$ cat config.mk
export PLATFORM = sky130hd
export DESIGN_NAME = inst_fetch
export DESIGN_NICKNAME = d
export VERILOG_FILES = /design/src/rtl/fetch_pkg.sv /design/src/rtl/inst_fetch_buf.sv /design/src/rtl/inst_fetch.sv
export SDC_FILE = /design/constraint.sdc
export NUM_CORES = 1
export LEC_CHECK = 0
export CORE_UTILIZATION = 49
export CTS_BUF_LIST = sky130_fd_sc_hd__clkbuf_16
export DETAILED_ROUTE_END_ITERATION = 10
export PLACE_DENSITY = 0.81
export RECOVER_POWER = 50
export SLEW_MARGIN = 5
export SYNTH_ARGS = -nofsm -noshare
export SYNTH_HDL_FRONTEND = slang
export SYNTH_HIERARCHICAL = 1
export SYNTH_SLANG_ARGS = --single-unit
$ cat constraint.sdc
create_clock -name clk -period 2.85 [get_ports clk]
set_input_delay 0.855 -clock clk [delete_from_list [all_inputs] [get_ports clk]]
set_output_delay 0.855 -clock clk [all_outputs]
set_load 0.01 [all_outputs]
$ cat src/rtl/fetch_pkg.sv
`default_nettype none
// ============================================================================
// fetch_pkg : shared types and constants for the instruction fetch stage
// Revision  : 1.0
// ============================================================================
package fetch_pkg;

    localparam int         DEF_PC_W   = 8;
    localparam int         DEF_INST_W = 8;
    localparam int         RESET_PC   = 0;
    localparam logic [7:0] NOP_INST   = 8'h00;

    typedef enum logic [1:0] {
        IDLE   = 2'd0,
        FETCH  = 2'd1,
        SQUASH = 2'd2,
        FULL   = 2'd3
    } fetch_state_t;

endpackage
`default_nettype wire

$ cat src/rtl/inst_fetch_buf.sv
`default_nettype none
// ============================================================================
// inst_fetch_buf : one-entry prefetch holding register (data, pc, valid)
// Revision       : 1.0
// ============================================================================
module inst_fetch_buf
    import fetch_pkg::*;
#(
    parameter int PC_W   = DEF_PC_W,
    parameter int INST_W = DEF_INST_W
) (
    input  logic              clk,
    input  logic              rst_n,
    input  logic              load,
    input  logic [INST_W-1:0] load_data,
    input  logic [PC_W-1:0]   load_pc,
    input  logic              clear,
    input  logic              consume,
    output logic [INST_W-1:0] data,
    output logic [PC_W-1:0]   pc,
    output logic              valid
);

    // A load in the same cycle as a consume refills the entry.
    always_ff @(posedge clk or negedge rst_n) begin
        if (!rst_n) begin
            valid <= 1'b0;
            data  <= INST_W'(NOP_INST);
            pc    <= PC_W'(RESET_PC);
        end else if (clear) begin
            valid <= 1'b0;
        end else if (load) begin
            valid <= 1'b1;
            data  <= load_data;
            pc    <= load_pc;
        end else if (consume) begin
            valid <= 1'b0;
        end
    end

endmodule
`default_nettype wire

$ cat src/rtl/inst_fetch.sv
`default_nettype none
// ============================================================================
// inst_fetch : PC owner and fetch FSM; INST_FETCH_PREFETCH_EN adds a prefetch buffer
// Revision   : 1.0
// ============================================================================
module inst_fetch
    import fetch_pkg::*;
#(
    parameter int PC_W   = DEF_PC_W,
    parameter int INST_W = DEF_INST_W
) (
    input  logic              clk,
    input  logic              rst_n,
    output logic              mem_req,
    output logic [PC_W-1:0]   mem_addr,
    input  logic              mem_ack,
    input  logic [INST_W-1:0] mem_rdata,
    output logic [INST_W-1:0] inst_reg,
    output logic [PC_W-1:0]   inst_pc,
    output logic              inst_valid,
    input  logic              inst_ready,
    input  logic              branch_en,
    input  logic [PC_W-1:0]   branch_target
);

    fetch_state_t      state;
    fetch_state_t      state_next;
    logic [PC_W-1:0]   pc;
    logic [PC_W-1:0]   squash_addr;
    logic              consume;
    logic              req_ok;
    logic              accept;
    logic              to_reg;
    logic              promote;
    logic [INST_W-1:0] buf_data;
    logic [PC_W-1:0]   buf_pc;

    assign consume = inst_valid && inst_ready;
    // Acks during SQUASH or alongside a branch belong to an abandoned address.
    assign accept  = mem_req && mem_ack && (state != SQUASH) && !branch_en;

`ifdef INST_FETCH_PREFETCH_EN
    logic buf_valid;
    logic to_buf;

    assign req_ok  = !buf_valid || inst_ready;
    assign to_reg  = accept && (!inst_valid || (consume && !buf_valid));
    assign to_buf  = accept && !to_reg;
    assign promote = consume && buf_valid && !branch_en;

    inst_fetch_buf #(
        .PC_W   (PC_W),
        .INST_W (INST_W)
    ) u_buf (
        .clk       (clk),
        .rst_n     (rst_n),
        .load      (to_buf),
        .load_data (mem_rdata),
        .load_pc   (pc),
        .clear     (branch_en),
        .consume   (promote),
        .data      (buf_data),
        .pc        (buf_pc),
        .valid     (buf_valid)
    );
`else
    assign req_ok   = !inst_valid || inst_ready;
    assign to_reg   = accept;
    assign promote  = 1'b0;
    assign buf_data = '0;
    assign buf_pc   = '0;
`endif

    always_ff @(posedge clk or negedge rst_n) begin
        if (!rst_n) begin
            state <= IDLE;
        end else begin
            state <= state_next;
        end
    end

    always_comb begin
        state_next = state;
        case (state)
            IDLE:        state_next = FETCH;
            FETCH, FULL: begin
                if (branch_en) begin
                    state_next = (mem_req && !mem_ack) ? SQUASH : FETCH;
                end else begin
                    state_next = req_ok ? FETCH : FULL;
                end
            end
            SQUASH:      if (mem_ack) state_next = FETCH;
            default:     state_next = IDLE;
        endcase
    end

    always_comb begin
        mem_req  = 1'b0;
        mem_addr = pc;
        case (state)
            FETCH, FULL: mem_req = req_ok;
            SQUASH: begin
                mem_req  = 1'b1;
                mem_addr = squash_addr;
            end
            default: ;
        endcase
    end

    // squash_addr shadows the live request address so SQUASH can keep it stable
    // while pc already holds the branch target.
    always_ff @(posedge clk or negedge rst_n) begin
        if (!rst_n) begin
            pc          <= PC_W'(RESET_PC);
            squash_addr <= PC_W'(RESET_PC);
            inst_reg    <= INST_W'(NOP_INST);
            inst_pc     <= PC_W'(RESET_PC);
            inst_valid  <= 1'b0;
        end else begin
            if (state != SQUASH) begin
                squash_addr <= pc;
            end
            if (branch_en) begin
                pc         <= branch_target;
                inst_valid <= 1'b0;
            end else begin
                if (accept) begin
                    pc <= pc + PC_W'(1);
                end
                if (promote) begin
                    inst_reg   <= buf_data;
                    inst_pc    <= buf_pc;
                    inst_valid <= 1'b1;
                end else if (to_reg) begin
                    inst_reg   <= mem_rdata;
                    inst_pc    <= pc;
                    inst_valid <= 1'b1;
                end else if (consume) begin
                    inst_valid <= 1'b0;
                end
            end
        end
    end

endmodule
`default_nettype wire
### Yosys cells after proc, flatten, opt, wreduce, memory -nomap -nowiden

Cells that the tools add are included.

* bits in registers: 35
* input bits: 21
* output and inout bits: 26
* logic and storage cells: 39

* add/sub/neg operators: 1
* equal/unequal tests: 5
* multiplexer cells: 12
* bitwise gates (word level): 1
* reductions and logical operators: 14

Operators with widths (number)
* $mux 8: 3
* $add 8x1->8 const B: 1
* $mux 2: 4
* $pmux 2 s3: 1
* $logic_and 1x1->1: 5
* $eq 2x2->1 const B: 2
* $ne 2x2->1 const B: 2
* $logic_not 1->1: 3
* $mux 1: 3
* $reduce_bool 3->1: 1
* $eq 2x1->1 const B: 1
* $logic_not 2->1: 1
* $pmux 1 s2: 1
* $reduce_and 2->1: 1
* $reduce_bool 2->1: 1
* $reduce_or 2->1: 1
* $logic_or 1x1->1: 1
* $not 1->1: 1

### Longest topological paths before layout

* word-level depth: 8
* gate-level depth with buffers: 5
* depth with buffers taken out: 5

### Worst setup path after synthesis

No wires, ideal clock.

* path kind: in2out
* start point: input port inst_ready
* end point: output port mem_req
* data arrival time: 1.298 ns
* required time: 1.995 ns
* path slack: 0.697 ns
* stages: 2
* buffers on the path: 0
* cell sequence: nand2b_2 > a21o_2

* word-level cells in the longest chain between the ends: 2

Ends and longest elaborated chain
* start, declared: RTL line inst_fetch.sv:21 `input logic inst_ready,`
* $logic_or 1x1->1: RTL line inst_fetch.sv:67 `assign req_ok = !inst_valid || inst_ready;`
* $pmux 1 s2: RTL line inst_fetch.sv:101 `case (state)`
* end, declared: RTL line inst_fetch.sv:14 `output logic mem_req,`

Every way passes these cells.

### Final worst setup path

Same ends and word-level chain as after synthesis.

==> metrics <==
Bufs on Longest Clock Path=2; Max Cap Viol=0; Worst Setup Path Type=primary input to output port; Post-Syn Area=0.001504 mm^2; commonest non-fill, non-tap cell in the layout=dfrtp_1; Diodes inserted=0; Tcrit/Tclk final=98.12%; detailed-route DRC error count=3; Area Growth Syn to Fin=43.59%; reg2reg setup slack=1.15 ns; Slew Limit Headroom=45.19%; Worst-Skew Late Latency=0.28 ns; root buffer cell=clkbuf_16; CTS tree=done; vias in the first global route=1077; Worst Path Max Fanout=2; drt pass-1 iters=7; crit start category=primary input; CP Capture Type=output port; Yosys Warn Count=6; worst setup path start=inst_ready; layout cell share with drive strength beyond 1=23.49%; largest net degree at the start of global routing=36; num ports=47; placed cell areas=0.002009 mm^2; cts bufs inserted=5; most frequent cells in the layout=35 x dfrtp_1, 34 x clkdlybuf4s50_1, 23 x mux2_2, 9 x nand2_1; max-slew violations=0; Setup WS post-layout=0.05369 ns; status=finished with violations; first-pass GRT wire length=4974 um; syn nets=135; Total Routing Usage GR=20.86%; FF-to-FF End=inst_reg[5]$_DFFE_PN0P_; Net count, final=188; Worst EP arrival=1.94 ns; Worst R2R Start=inst_valid$_DFFE_PN0P_; RSZ-0062 raised after global routing=false; via count=1035; routability cong.=0.7504; Design Power=1.491 mW; Yosys cell types=28; Clock Pin Slew Worst Setup and Hold Paths=0.05 ns; Placed Cells=190; highest ir drop seen on vdd=0.5956 mV; Die ar.=0.003295 mm^2; pwr dens=690.3 mW/mm^2; largest area contributor in the netlist=dfrtp_1; Die Ht=57.40 um; violated checks=DRC; Initial Util=53.16%; min cycle time layout=2.796 ns; setup violators final=0; Leak=0.9723 nW; HPWL Detailed=2150 um; row count=19; die width=57.40 um; final WL=2966 um; Hold-fix buffers, CTS=0; Syn Inst Count=113; hold path depth=1; port buffer count=46; core area=0.002829 mm^2; final instance area=0.002160 mm^2; TNS Setup=0 ns; Required @ worst endpoint=2.00 ns; Place WS=-0.1460 ns; synthesized flop and latch total=35; H-tree levels=2; syn_area_per_cell=13.31 um^2; share of the synthesized area in the top cell type=58.24%; Post-Layout Cell Count=197; Seq/Total Area, Yosys=58.24%; worst hold path startpoint=squash_addr[5]$_DFFE_PN0P_; worst hold path class=register to register; post-route clock skew=0.004722 ns; final hold violations=0; WL/cell=15.06 um; via/cell ratio=5.254; largest cells by area after synthesis=dfrtp_1 58%, mux2_2 18%, o21ai_0 2.7%; Clock Sink Count=35; antenna viol nets, final=0; WHS Endpoint=squash_addr[5]$_DFFE_PN0P_; GRT overflow=0; Tightest Pin Transition=0.8222 ns; cells on worst reg2reg path=5; initial drt markers=21; initial antenna violation count=0; Max Freq=357.6 MHz
==> per-stage QoR <==
| stage | utilization [%] | hold slack [ns] |
|---|---|---|
| floorplan | - | 0.5121 |
| global route | 76.34 | 0.5082 |
| global placement | 71.03 | 0.4787 |
| finish | 76.34 | 0.4897 |
| detailed placement | 71.03 | 0.4888 |
| CTS | 75.76 | 0.5003 |
==> final cells by class <==
| type | count | area, um^2 |
|---|---|---|
| well taps | 31 | 38.79 |
| clock buffers | 5 | 125.1 |
| inverters | 1 | 3.754 |
| fillers | 199 | 669.4 |
| repair buffers | 50 | 506.7 |
| flip-flops and latches | 35 | 875.8 |
| multi-input cells | 73 | 600.6 |
| clock inverters | 2 | 8.758 |
==> worst max-delay path by stage <==
stage	end	slack, ns	cells past startpoint
after detailed placement	mem_req	-0.15	4
after global routing	mem_req	0.002	4
after CTS	mem_addr[0]	0.02	4
after global placement	mem_req	-0.14	4
final	mem_req	0.05	4
after floorplan	mem_req	0.70	2
==> timing repair <==
action                     in CTS  in global routing
pin swaps                       0                  0
setup endpoints to repair       3                  8
resized for setup               2                  9
buffers inserted                0                  0
==> kinds of logic after synthesis <==
kind of cell	synth area share [%]
AOI/OAI and AO/OA	5.907
xor gates and xnor gates	3.494
adders and majority gates	0.8318
buffers and inverters	1.830
DFF	58.24
muxes	18.64
and+or+nand+nor	11.07
==> Yosys cell counts (all sizes together) <==
cell type  instances
mux2i              1
and2b              1
nand2              9
nor4b              1
a22o               1
buf                2
nand2b             2
nor4               2
a21oi              1
clkbuf             2
inv                1
mux2              24
nor3               2
nand3              5
ha                 1
o31a               2
dfrtp             35
xor2               2
nor2               1
a21o               2
nor2b              1
nand4              3
xnor2              4
o21ai              8
==> metal layers <==
layer,global-route usage (%),share of wire (%)
met5,0,0
met4,8.362,1.5
met3,7.937,6.1
met2,33.06,51
met1,25.75,42
==> power breakdown <==
group | internal (mW) | switching (mW)
logic | 0.221 | 0.135
clock network | 0.313 | 0.182
registers | 0.584 | 0.0557
total | 1.12 | 0.373
==> critical path, cell delays in order <==
cell and delay, ns:
clkdlybuf4s50_1 0.41, nand2b_2 0.18, a21o_2 0.21, dlygate4sd2_1 0.27
Power figures use the tool's default switching activity.
